$ cat src/rtl/mux_seq_pkg.sv
// mux_seq_pkg: shared types and constants for the mux function sequencer.
//   state_t      FSM states IDLE/DRIVE/SAMPLE/DONE
//   CODE_*       2-bit per-input data codes (0, 1, D, ~D)
//   NMINTERM     number of ABCD minterms swept
package mux_seq_pkg;
  typedef enum logic [1:0] {IDLE, DRIVE, SAMPLE, DONE} state_t;

  localparam logic [1:0] CODE_ZERO = 2'b00;
  localparam logic [1:0] CODE_ONE  = 2'b01;
  localparam logic [1:0] CODE_D    = 2'b10;
  localparam logic [1:0] CODE_ND   = 2'b11;

  localparam int NMINTERM = 16;
endpackage

$ cat src/rtl/mux_func_sequencer_if.sv
// mux_seq_if: host + external-mux signal bundle for mux_func_sequencer.
//   host side : start, abort, cfg_code -> ; busy, done, truth_table <-
//   mux side  : mux_sel, mux_i -> mux81b ; mux_y <- mux81b
//   MUXSEQ_SELFCHECK_EN adds mismatch / err_minterm.
//   slave  = the sequencer, master = host/bench.
interface mux_seq_if;
  logic        start;
  logic        abort;
  logic [15:0] cfg_code;
  logic [2:0]  mux_sel;
  logic [7:0]  mux_i;
  logic        mux_y;
  logic        busy;
  logic        done;
  logic [15:0] truth_table;
`ifdef MUXSEQ_SELFCHECK_EN
  logic        mismatch;
  logic [3:0]  err_minterm;

  modport slave  (input  start, abort, cfg_code, mux_y,
                  output mux_sel, mux_i, busy, done, truth_table, mismatch, err_minterm);
  modport master (output start, abort, cfg_code, mux_y,
                  input  mux_sel, mux_i, busy, done, truth_table, mismatch, err_minterm);
`else
  modport slave  (input  start, abort, cfg_code, mux_y,
                  output mux_sel, mux_i, busy, done, truth_table);
  modport master (output start, abort, cfg_code, mux_y,
                  input  mux_sel, mux_i, busy, done, truth_table);
`endif
endinterface

$ cat src/rtl/mux_input_decoder.sv
// mux_input_decoder: combinational decode of 8 x 2-bit input codes into the
// mux data lines for a given D.
//   cfg   [15:0] bits [2k+1:2k] code for I[k]
//   d            current D variable
//   i_out [7:0]  mux data inputs I[7:0]
module mux_input_decoder
  import mux_seq_pkg::*;
(
  input  logic [15:0] cfg,
  input  logic        d,
  output logic [7:0]  i_out
);
  for (genvar k = 0; k < 8; k++) begin : g_lane
    always_comb begin
      i_out[k] = 1'b0;
      case (cfg[2*k +: 2])
        CODE_ZERO: i_out[k] = 1'b0;
        CODE_ONE:  i_out[k] = 1'b1;
        CODE_D:    i_out[k] = d;
        CODE_ND:   i_out[k] = ~d;
        default:   i_out[k] = 1'b0;
      endcase
    end
  end
endmodule

$ cat src/rtl/mux_func_sequencer.sv
// mux_func_sequencer: sweeps ABCD over 16 minterms on an external 8:1 mux
// configured as a 4-input function generator and captures the truth table.
//   clk, rst_n  clock, async active-low reset
//   bus         mux_seq_if.slave (host handshake + mux drive/sense)
//   DWELL       cycles select/data are held before mux_y is sampled (1..15)
//   CNT_W       dwell counter width
// Optional: MUXSEQ_SELFCHECK_EN compares mux_y against the expected value
// from the latched cfg and flags the first failing minterm.
module mux_func_sequencer
  import mux_seq_pkg::*;
#(
  parameter int DWELL = 1,
  parameter int CNT_W = 4
) (
  input  logic      clk,
  input  logic      rst_n,
  mux_seq_if.slave  bus
);
  state_t                state, nxt_state;
  logic [3:0]            minterm;
  logic [CNT_W-1:0]      cnt;
  logic [15:0]           cfg_q;
  logic [NMINTERM-1:0]   tt;
  logic [7:0]            dec_i;
  logic                  accept;

  localparam logic [CNT_W-1:0] DWELL_LAST = CNT_W'(DWELL - 1);

  // abort beats start in IDLE
  assign accept = (state == IDLE) && bus.start && !bus.abort;

  always_ff @(posedge clk or negedge rst_n)
    if (!rst_n) state <= IDLE;
    else        state <= nxt_state;

  always_comb begin
    nxt_state = state;
    case (state)
      IDLE:    if (accept) nxt_state = DRIVE;
      DRIVE:   if (bus.abort)              nxt_state = IDLE;
               else if (cnt == DWELL_LAST) nxt_state = SAMPLE;
      SAMPLE:  if (bus.abort)              nxt_state = IDLE;
               else if (minterm == 4'd15)  nxt_state = DONE;
               else                        nxt_state = DRIVE;
      DONE:    nxt_state = IDLE;
      default: nxt_state = IDLE;
    endcase
  end

  always_ff @(posedge clk or negedge rst_n)
    if (!rst_n) begin
      minterm <= '0;
      cnt     <= '0;
      cfg_q   <= '0;
      tt      <= '0;
    end else begin
      case (state)
        IDLE: if (accept) begin
          cfg_q   <= bus.cfg_code;
          tt      <= '0;
          minterm <= '0;
          cnt     <= '0;
        end
        DRIVE:  cnt <= cnt + 1'b1;
        SAMPLE: begin
          // sample lands even on an aborting cycle; the mux was settled
          tt[minterm] <= bus.mux_y;
          cnt         <= '0;
          if (minterm != 4'd15) minterm <= minterm + 1'b1;
        end
        default: ;
      endcase
    end

  mux_input_decoder u_dec (.cfg(cfg_q), .d(minterm[0]), .i_out(dec_i));

  // mux lines parked at 0 outside the sweep so reset/idle look identical
  assign bus.busy        = (state == DRIVE) || (state == SAMPLE);
  assign bus.done        = (state == DONE);
  assign bus.mux_sel     = bus.busy ? minterm[3:1] : 3'd0;
  assign bus.mux_i       = bus.busy ? dec_i : 8'd0;
  assign bus.truth_table = tt;

`ifdef MUXSEQ_SELFCHECK_EN
  logic       mism_q;
  logic [3:0] err_q;
  logic       exp_y;

  assign exp_y = dec_i[minterm[3:1]];

  always_ff @(posedge clk or negedge rst_n)
    if (!rst_n) begin
      mism_q <= 1'b0;
      err_q  <= '0;
    end else if (accept) begin
      mism_q <= 1'b0;
      err_q  <= '0;
    end else if (state == SAMPLE && bus.mux_y != exp_y && !mism_q) begin
      mism_q <= 1'b1;
      err_q  <= minterm;
    end

  assign bus.mismatch    = mism_q;
  assign bus.err_minterm = err_q;
`endif
endmodule

$ cat src/flat_wrapper.sv
// flat-port wrapper written by rule: the top's interface ports become plain ports
module mux_func_sequencer_flat import mux_seq_pkg::*;
#(
  parameter int DWELL = 1,
  parameter int CNT_W = 4
)
  (clk, rst_n, bus_start, bus_abort, bus_cfg_code, bus_mux_y, bus_mux_sel, bus_mux_i, bus_busy, bus_done, bus_truth_table);
  mux_seq_if bus_i ();
  input  logic clk;
  input  logic rst_n;
  input wire logic [$bits(bus_i.start)-1:0] bus_start;
  input wire logic [$bits(bus_i.abort)-1:0] bus_abort;
  input wire logic [$bits(bus_i.cfg_code)-1:0] bus_cfg_code;
  input wire logic [$bits(bus_i.mux_y)-1:0] bus_mux_y;
  output wire logic [$bits(bus_i.mux_sel)-1:0] bus_mux_sel;
  output wire logic [$bits(bus_i.mux_i)-1:0] bus_mux_i;
  output wire logic [$bits(bus_i.busy)-1:0] bus_busy;
  output wire logic [$bits(bus_i.done)-1:0] bus_done;
  output wire logic [$bits(bus_i.truth_table)-1:0] bus_truth_table;
  assign bus_i.start = bus_start;
  assign bus_i.abort = bus_abort;
  assign bus_i.cfg_code = bus_cfg_code;
  assign bus_i.mux_y = bus_mux_y;
  assign bus_mux_sel = bus_i.mux_sel;
  assign bus_mux_i = bus_i.mux_i;
  assign bus_busy = bus_i.busy;
  assign bus_done = bus_i.done;
  assign bus_truth_table = bus_i.truth_table;
  mux_func_sequencer #(.DWELL(DWELL), .CNT_W(CNT_W)) u_core (.clk(clk), .rst_n(rst_n), .bus(bus_i));
endmodule
$ cat config.mk
export PLATFORM = sky130hd
export DESIGN_NAME = mux_func_sequencer_flat
export DESIGN_NICKNAME = d
export VERILOG_FILES = /design/src/rtl/mux_seq_pkg.sv /design/src/rtl/mux_func_sequencer_if.sv /design/src/rtl/mux_input_decoder.sv /design/src/rtl/mux_func_sequencer.sv /design/src/flat_wrapper.sv
export SDC_FILE = /design/constraint.sdc
export NUM_CORES = 1
export LEC_CHECK = 0
export BUFFER_PORTS_ARGS = -buffer_cell sky130_fd_sc_hd__buf_2
export CAP_MARGIN = 0
export CORE_MARGIN = 8
export CORE_UTILIZATION = 59
export CTS_CLUSTER_DIAMETER = 150
export DETAILED_ROUTE_END_ITERATION = 10
export MAX_ROUTING_LAYER = met4
export PLACE_DENSITY = 0.85
export SLEW_MARGIN = 20
export SYNTH_ARGS = -nofsm -noshare
export SYNTH_HDL_FRONTEND = slang
export SYNTH_SLANG_ARGS = --single-unit
$ cat constraint.sdc
create_clock -name clk -period 3.3 [get_ports clk]
set_clock_uncertainty 0.15 [all_clocks]
set_input_delay 0 -clock clk [delete_from_list [all_inputs] [get_ports clk]]
set_output_delay 0 -clock clk [all_outputs]
set_load 0.005 [all_outputs]
Yosys cells after proc, flatten, opt, wreduce, memory -nomap -nowiden
Index checks and enable logic that the tools add are counted.
{"block": "totals", "input_bits": 21, "reg_bits": 42, "word_cells": 89, "out_inout_bits": 29}
{"block": "classes", "n_addsub": 2, "n_eq_ne": 32, "magnitude_cmp": 2, "n_bitwise": 1, "mux": 25, "reduce_logical": 22}
{"cell": "$eq A2 B2 Y1 const B", "count": 18}
{"cell": "$pmux W1 S4", "count": 8}
{"cell": "$pmux W16 S2", "count": 1}
{"cell": "$eq A2 B1 Y1 const B", "count": 9}
{"cell": "$logic_not A2 Y1", "count": 9}
{"cell": "$bwmux W16", "count": 1}
{"cell": "$mux W16", "count": 1}
{"cell": "$pmux W4 S3", "count": 1}
{"cell": "$mux W2", "count": 5}
{"cell": "$add A4 B1 Y4 const B", "count": 2}
{"cell": "$mux W4", "count": 2}
{"cell": "$mux W8", "count": 1}
{"cell": "$pmux W2 S4", "count": 1}
{"cell": "$pmux W4 S2", "count": 1}
{"cell": "$reduce_and A2 Y1", "count": 4}
{"cell": "$lt A4 B5 Y1 const B", "count": 1}
{"cell": "$demux W1 S4", "count": 1}
{"cell": "$eq A4 B4 Y1 const B", "count": 1}
{"cell": "$ge A4 B1 Y1 const B", "count": 1}
{"cell": "$logic_not A4 Y1", "count": 1}
{"cell": "$ne A2 B1 Y1 const B", "count": 2}
{"cell": "$ne A4 B4 Y1 const B", "count": 1}
{"cell": "$logic_and A1 B1 Y1", "count": 3}
{"cell": "$mux W3", "count": 1}
{"cell": "8 further kinds", "count": 8}

Logic depth before layout (Yosys ltp)
Gate-level depths: netlist of the first run.
{"block": "depth", "ltp_word": 6, "mapped_depth": 8, "ltp_nobuf": 5}

Modules after synthesis
Synthesis of the first run repeated with hierarchy kept, for this count alone.
{"block": "unflattened", "hier_cells": 219, "area_unflattened_um2": 2327.2}
{"module": "mux_func_sequencer", "instances": 1, "cells_each": 202, "area_per_inst_um2": 2125.8, "seq_area_each_um2": 1051.0}
{"module": "mux_input_decoder", "instances": 1, "cells_each": 17, "area_per_inst_um2": 201.4, "seq_area_each_um2": 0.0}

Worst setup path after synthesis of the first run
OpenSTA, ideal clock, no wires.
{"block": "synth_path", "kind": "register to register", "startpoint": "register u_core.state[0]", "endpoint": "register u_core.tt[11] (netlist: u_core.bus.truth_table[11])", "path_stages_with_launch": 8, "n_path_buf": 2, "required_time_ns": 3.028, "arrival_time_ns": 1.462, "path_slack_ns": 1.567, "period_less_slack_ns": 1.733, "setup_ns": 0.122, "path_cell_list": "dfrtp_1 inv_1 ha_1 buf_4 nor2b_2 buf_2 o22ai_1 a32o_1"}
{"block": "synth_via", "elab_chain_len": 5, "elab_cells_between_ends": 8, "cone_classes": "eq/ne (2); mux (1); reduce/logical (5)"}
{"item": "start, declared", "line": "mux_func_sequencer.sv:19", "rtl": "state_t state, nxt_state;"}
{"item": "start signal, assigned", "line": "mux_func_sequencer.sv:34", "rtl": "else state <= nxt_state;"}
{"item": "$logic_not A2 Y1", "line": "mux_func_sequencer.sv:30, mux_func_sequencer.sv:57"}
{"item": "$logic_and A1 B1 Y1 (2 in series)", "line": "mux_func_sequencer.sv:30", "rtl": "assign accept = (state == IDLE) && bus.start && !bus.abort;"}
{"item": "$ne A2 B1 Y1 (no source line)"}
{"item": "$reduce_and A2 Y1 (no source line)"}
{"item": "end signal, assigned by index", "line": "mux_func_sequencer.sv:67", "rtl": "tt[minterm] <= bus.mux_y;"}
{"item": "end, declared", "line": "mux_func_sequencer.sv:23", "rtl": "logic [NMINTERM-1:0] tt;"}
Parallel ways exist; a longest one is shown, timed or not.
A chain may end at the register's enable or synchronous reset.

Final worst setup path of the first run
{"block": "layout_path", "startpoint": "register u_core.state[1]", "endpoint": "register u_core.tt[7] (netlist: u_core.bus.truth_table[7])"}
Same word-level chain as after synthesis.

==> impl_metrics.toml, run 1 <==
[floorplan]
coreArea_mm2 = 0.00397
die_y_um = 80.2
boundaryPins = 50
dieArea_mm2 = 0.00643
fp.dieW_um = 80.2
start_util = 0.612
num_rows = 23

[logic_synthesis]
synth_fa_ha_area_frac = 0.0515
synth_top_family_by_area = "simple AND/OR/NAND/NOR gates"
synth_mux_area_frac = 0.00412
syn_area_per_cell_um2 = 9.28
synth-xor-area-share = 0.0288
async_reset_ff_frac = 1.00
synth-simple-area-share = 0.243
synthesis.nets = 293
synth_enable_flop_cells = 0
ys_types = 43
ys_ff_latch = 42
syn_inst = 262
synthFlopType = "dfrtp_1"
netlist_area_mm2 = 0.00243
synth_compound_area_frac = 0.181
ys_warn_count = 0
yosysSeqAreaShare = 0.432

[timing]
period_needed_ps = 2390
hold_ws_ps = 46.8
worst_pin_slew_ps = 926
final.setup.tns_ps = 0
min_period_over_period = 0.725
setup_violations = 0
rsz0062_at_grt = "no"
maxSlewViolCount = 0
finalHoldViolCount = 0
max_freq_mhz = 418
setup_slack_ps = 908
slew_headroom = 0.382

[clock_tree]
clock-sinks = 42
cts_buffers = 5
clk_pin_slew_ps = 80
cts_max_path_buffers = 2
cts_max_level = 2
cts_setup_buffers = 0
clk_latency_ps = 290
cts_root_buffer = "clkbuf_8"
cts_tree = "yes"

[grt]
grt_antenna_before_repair = 0
grt_pass1_vias = 2096
grt_usage = 0.202
grt-ovfl-total = 0
grt_pass1_wl_mm = 10.2
grt_max_degree = 43

[pwr]
peakVddDrop_mv = 0.605
power.density_mw_per_mm2 = 683
p_leak_nw = 1.46

[placement]
gp_congestion = 0.868
dp_slack_ps = 902
port_buffers = 49
dp_hpwl_mm = 3.89
placed_cell_area_mm2 = 0.00266

[layout]
diodes = 0
final_common_cell = "nand2_1"
nets = 353
fin_area_mm2 = 0.00294
drive_gt1_frac = 0.195
layout_common_cells = "nand2_1, buf_2, dfrtp_1"
area_growth_pct = 20.8

[drt]
wl_per_cell_um = 15.9
drt_pass1_iterations = 4
vias = 2175
drc_errors = 0
wl_mm = 5.94
wl_met2_mm = 2.85
ant_nets = 0
wl_met3_um = 311
vias_per_cell = 5.83
drt-met1-wl_mm = 2.70
drt_iter0_markers = 165
top_layer = "met4"

[min_path]
hp-start = "bus_start"
hold_path_end = "u_core.state[0]$_DFFE_PN0P_"
whs_path_depth = 4
holdCritPathClass = "in2reg"

[setup_path]
crit_type = "reg2reg"
crit_path_max_incr_delay_ps = 530
startpoint_type = "flop"
timing.rr.end = "u_core.bus.truth_table[7]$_DFFE_PN0P_"
path_max_fanout = 13
reg2regPathDepth = 6
worst_ep_required_time_ps = 3340
end_kind = "flop"
r2r_slack_ps = 910
critPathArrivalTime_ps = 2430
crit_path_cell_trace = "inv_1, ha_1, and3b_1, buf_4, nor2_1, o311ai_1"
critPathSlowestCell = "and3b_1"
r2r-start = "u_core.state[1]$_DFFE_PN0P_"

[job]
drv_cap = 0

[run_status]
status = "completed"
## worst max-delay path by stage
stage	slack, ps	to	startpoint
final	910	u_core.bus.truth_table[7]$_DFFE_PN0P_	u_core.state[1]$_DFFE_PN0P_
after global routing	750	u_core.bus.truth_table[7]$_DFFE_PN0P_	u_core.state[0]$_DFFE_PN0P_
after CTS	920	u_core.bus.truth_table[7]$_DFFE_PN0P_	u_core.state[1]$_DFFE_PN0P_
after detailed placement	900	u_core.bus.truth_table[7]$_DFFE_PN0P_	u_core.state[1]$_DFFE_PN0P_
after global placement	1040	u_core.bus.truth_table[7]$_DFFE_PN0P_	u_core.state[0]$_DFFE_PN0P_
after floorplan	1570	u_core.bus.truth_table[11]$_DFFE_PN0P_	u_core.state[0]$_DFFE_PN0P_
## through the flow
| step | util | cells | total power [mW] |
|---|---|---|---|
| 3_3_place_gp | 0.669 | 346 | 1.62 |
| 2_1_floorplan | - | 262 | 1.42 |
| 3_5_place_dp | 0.669 | 346 | 1.65 |
| 5_1_grt | 0.739 | 373 | 2.17 |
| 4_1_cts | 0.739 | 373 | 2.01 |
| 6_report | 0.739 | 373 | 2.01 |
## sequential cells by signal, summed over array words and instances, names as in the netlist
signal,flops
u_core.bus.truth_table,16
u_core.cfg_q,16
u_core.cnt,4
u_core.minterm,4
u_core.state,2
## layer usage
layer | up-vias | GRT usage
li1 | 1045 | -
met1 | 1054 | 0.261
met2 | 69 | 0.319
met3 | 7 | 0.0357
met4 | 0 | 0.0545
met5 | - | -
## worst max-delay path: cells and delay by family (launching register included)
kind	cells	cell delay [ps]
and+or+nand+nor	2	620
adders and majority gates	1	430
DFF	1	410
buffers and inverters	2	390
AOI/OAI and AO/OA	1	300
## cell usage after synthesis, drive strengths merged, types with 8 or more instances
master	number	share of area
inv	11	0.017
ha	10	0.051
o2bb2ai	9	0.032
buf	9	0.028
nand3	10	0.021
xnor2	8	0.029
dfrtp	42	0.43
and3b	8	0.029
and2	12	0.031
clkbuf	8	0.012
o22ai	17	0.044
nand2	62	0.096
## power by group
| group | total, mW | internal (mW) | leakage [nW] | switching, mW |
|---|---|---|---|---|
| combinational | 0.902 | 0.392 | 0.853 | 0.510 |
| sequential | 0.766 | 0.650 | 0.557 | 0.116 |
| clock | 0.339 | 0.169 | 0.0482 | 0.171 |
## logic make-up (layout without fill, tap and decap cells)
group | after synthesis | after routing
flip-flops | 42 | 42
XOR/XNOR | 8 | 8
adder cells (fa/ha/maj) | 10 | 10
buffers and inverters | 29 | 90
multiplexers | 1 | 1
AO/OA/AOI/OAI | 58 | 58
AND/OR/NAND/NOR | 114 | 114
## layout make-up
class | count | area, µm²
Fill cell | 307 | 1030
Clock inverter | 1 | 5.00
Sequential cell | 42 | 1050
Clock buffer | 7 | 86.3
Tap cell | 50 | 62.6
Multi-Input combinational cell | 191 | 1240
Timing Repair Buffer | 70 | 450
Inverter | 12 | 45.0
## repair_timing
item / 4_1_cts / 5_1_grt
endpoints found under the hold margin: 61 / 0
gates resized for setup: 0 / 0
hold buffers: 19 / 0
No activity file was read; power rests on OpenSTA's default activity.
==> run 2: changes to the inputs <==
--- a/config.mk
+++ b/config.mk
@@ -5,14 +5,15 @@
 export SDC_FILE = /design/constraint.sdc
 export NUM_CORES = 1
 export LEC_CHECK = 0
+export ABC_AREA = 1
 export BUFFER_PORTS_ARGS = -buffer_cell sky130_fd_sc_hd__buf_2
 export CAP_MARGIN = 0
 export CORE_MARGIN = 8
-export CORE_UTILIZATION = 59
+export CORE_UTILIZATION = 54
 export CTS_CLUSTER_DIAMETER = 150
 export DETAILED_ROUTE_END_ITERATION = 10
 export MAX_ROUTING_LAYER = met4
-export PLACE_DENSITY = 0.85
+export PLACE_DENSITY = 0.79
 export SLEW_MARGIN = 20
 export SYNTH_ARGS = -nofsm -noshare
 export SYNTH_HDL_FRONTEND = slang
==> constraint.sdc (replaced) <==
create_clock -name clk -period 2.3 [get_ports clk]
set_clock_uncertainty 0.15 [all_clocks]
set_input_delay 0 -clock clk [delete_from_list [all_inputs] [get_ports clk]]
set_output_delay 0 -clock clk [all_outputs]
set_load 0.005 [all_outputs]
==> run 2 against run 1 <==
Clock-buffer cell count fell by 2; sequential power rose by 59%; fmax rose by 25%; combinational power rose by 61%; area after synthesis fell by 2.9%; wire length fell by 9.4%; critical path type unchanged; largest cell class unchanged; highest routed layer unchanged.
==> impl_metrics.toml, run 2 <==
[layout]
final_common_cell = "nand2_1"
diodes = 0
regArea_mm2 = 0.00105
area_growth_pct = 24.7
final_cells = 444
drive_gt1_frac = 0.163
fin_area_mm2 = 0.00294
multi_input_area_mm2 = 0.00109
layout_common_cells = "nand2_1, buf_2, dfrtp_1"
final_core_utilization = 0.685
fillers = 370
nets = 422

[pwr]
power.density_mw_per_mm2 = 1140
internal-power_mw = 1.99
peakVddDrop_mv = 0.609
sw_frac_of_total = 0.408
seq_power_share = 0.362
combPwrFrac = 0.430
p_clk_frac = 0.208
p_sw_mw = 1.37
p_leak_nw = 1.64

[setup_path]
startpoint_type = "flop"
crit_type = "reg2reg"
worst_ep_required_time_ps = 2340
path_max_fanout = 32
end_kind = "flop"
critPathArrivalTime_ps = 1950

[clock_tree]
cts_max_level = 2
cts_resized = 0
cts_root_buffer = "clkbuf_8"
clock-sinks = 42
cts_tree = "yes"
cts_max_path_buffers = 2
clk_pin_slew_ps = 80
cts_buffers = 5
clk_latency_ps = 290

[timing]
final.setup.tns_ps = 0
slew_headroom = 0.388
min_period_over_period = 0.831
finalHoldViolCount = 0
hold_ws_ps = 97.8
worst_pin_slew_ps = 917
setup_violations = 0
rsz0062_at_grt = "no"
maxSlewViolCount = 0
max_freq_mhz = 523
period_needed_ps = 1910

[logic_synthesis]
syn_area_per_cell_um2 = 7.22
ys_ff_latch = 42
yosysSeqAreaShare = 0.445
synth_enable_flop_cells = 0
ys_warn_count = 0
synthTopCellsByCount = "nand2_1, dfrtp_1, nand3_1"
synthFlopType = "dfrtp_1"
synthesis.nets = 358
synth_most_common_cell = "nand2_1"
netlist.area_leader.share = 0.445
synth_area_leaders = "dfrtp_1, nand2_1, nand3_1"
netlist_area_mm2 = 0.00236
async_reset_ff_frac = 1.00
synth_top_area_cell = "dfrtp_1"
syn_inst = 327
ys_types = 16

[floorplan]
boundaryPins = 50
die_y_um = 82.1
num_rows = 24
coreArea_mm2 = 0.00429
fp.dieW_um = 82.1
start_util = 0.550
dieArea_mm2 = 0.00674

[placement]
port_buffers = 49
dp_hpwl_mm = 3.61
gp_congestion = 0.840
place_inst = 418
placed_cell_area_mm2 = 0.00262

[grt]
grt_pass1_vias = 2158
grt_usage = 0.180
grt_pass1_wl_mm = 9.40
grt-ovfl-total = 0
grt_max_degree = 43
grt_antenna_before_repair = 0

[drt]
vias_per_cell = 4.96
wl_mm = 5.38
wl_per_cell_um = 12.1
vias = 2202
ant_nets = 0
drt_iter0_markers = 111
drt_pass1_iterations = 4
drc_errors = 0

[job]
drv_cap = 0

[run_status]
status = "completed"

[min_path]
holdCritPathClass = "in2reg"
==> run 2: timing repair <==
item,in CTS,in global routing
endpoints found under the hold margin,59,0
buffers inserted,0,0
hold buffers,18,0
==> run 2: layout make-up <==
class,instances,share of cell area
sequential,42,0.357
clock buffer,5,0.0234
tap,52,0.0221
timing repair buffer,71,0.155
clock inverter,3,0.0234
inverter,38,0.0485
multi-input combinational,233,0.370
==> run 2: worst paths after layout <==
path	from	endpoint	slack (ps)	depth (start not counted)
min in group asynchronous	rst_n	u_core.bus.truth_table[13]$_DFFE_PN0P_	230	2
max reg2reg	u_core.state[0]$_DFFE_PN0P_	u_core.bus.truth_table[1]$_DFFE_PN0P_	390	6
max	u_core.state[0]$_DFFE_PN0P_	u_core.bus.truth_table[1]$_DFFE_PN0P_	390	6
min	bus_start	u_core.minterm[2]$_DFFE_PN0P_	100	6
min reg2reg	u_core.bus.truth_table[7]$_DFFE_PN0P_	u_core.bus.truth_table[7]$_DFFE_PN0P_	320	2
max in group asynchronous	rst_n	u_core.cfg_q[4]$_DFFE_PN0P_	1200	2
==> run 2: cells by family (layout without fill, tap and decap cells) <==
group / after synthesis / count (layout) / share of synthesized area
compound gates: 35 / 35 / 0.0758
xor+xnor: 1 / 1 / 0.00371
fa+ha+maj: 10 / 10 / 0.0530
buf+inv: 52 / 117 / 0.0960
flops: 42 / 42 / 0.445
simple gates: 187 / 187 / 0.326
==> run 2: metrics by stage <==
stage | power (mW) | worst slack, ps
2_1_floorplan | 2.19 | 728
3_3_place_gp | 2.59 | 255
3_5_place_dp | 2.65 | 114
4_1_cts | 3.38 | 106
5_1_grt | 3.68 | 176
6_report | 3.36 | 389
==> run 2: critical path: stages, from the launching register on <==
cell	delay, ps
dfrtp_1	410
inv_1	80
ha_1	300
o21ai_4	570
nand2_1	140
nand2_1	110
nand2_1	50
==> run 2: per-layer routing <==
| layer | part of all wire | GRT usage | vias up |
|---|---|---|---|
| met4 | 0.0095 | 0.0439 | 0 |
| li1 | - | - | 1146 |
| met2 | 0.51 | 0.318 | 53 |
| met5 | 0 | - | - |
| met3 | 0.052 | 0.0379 | 10 |
| met1 | 0.42 | 0.201 | 993 |
==> run 2: power groups by stage <==
stage / registers, mW / clock network, mW / logic [mW]
after detailed placement: 1.23 / 0 / 1.42
after floorplan: 1.18 / 0 / 1.01
after CTS: 1.22 / 0.714 / 1.45
after global routing: 1.25 / 0.738 / 1.68
after global placement: 1.21 / 0 / 1.38
final: 1.22 / 0.700 / 1.45
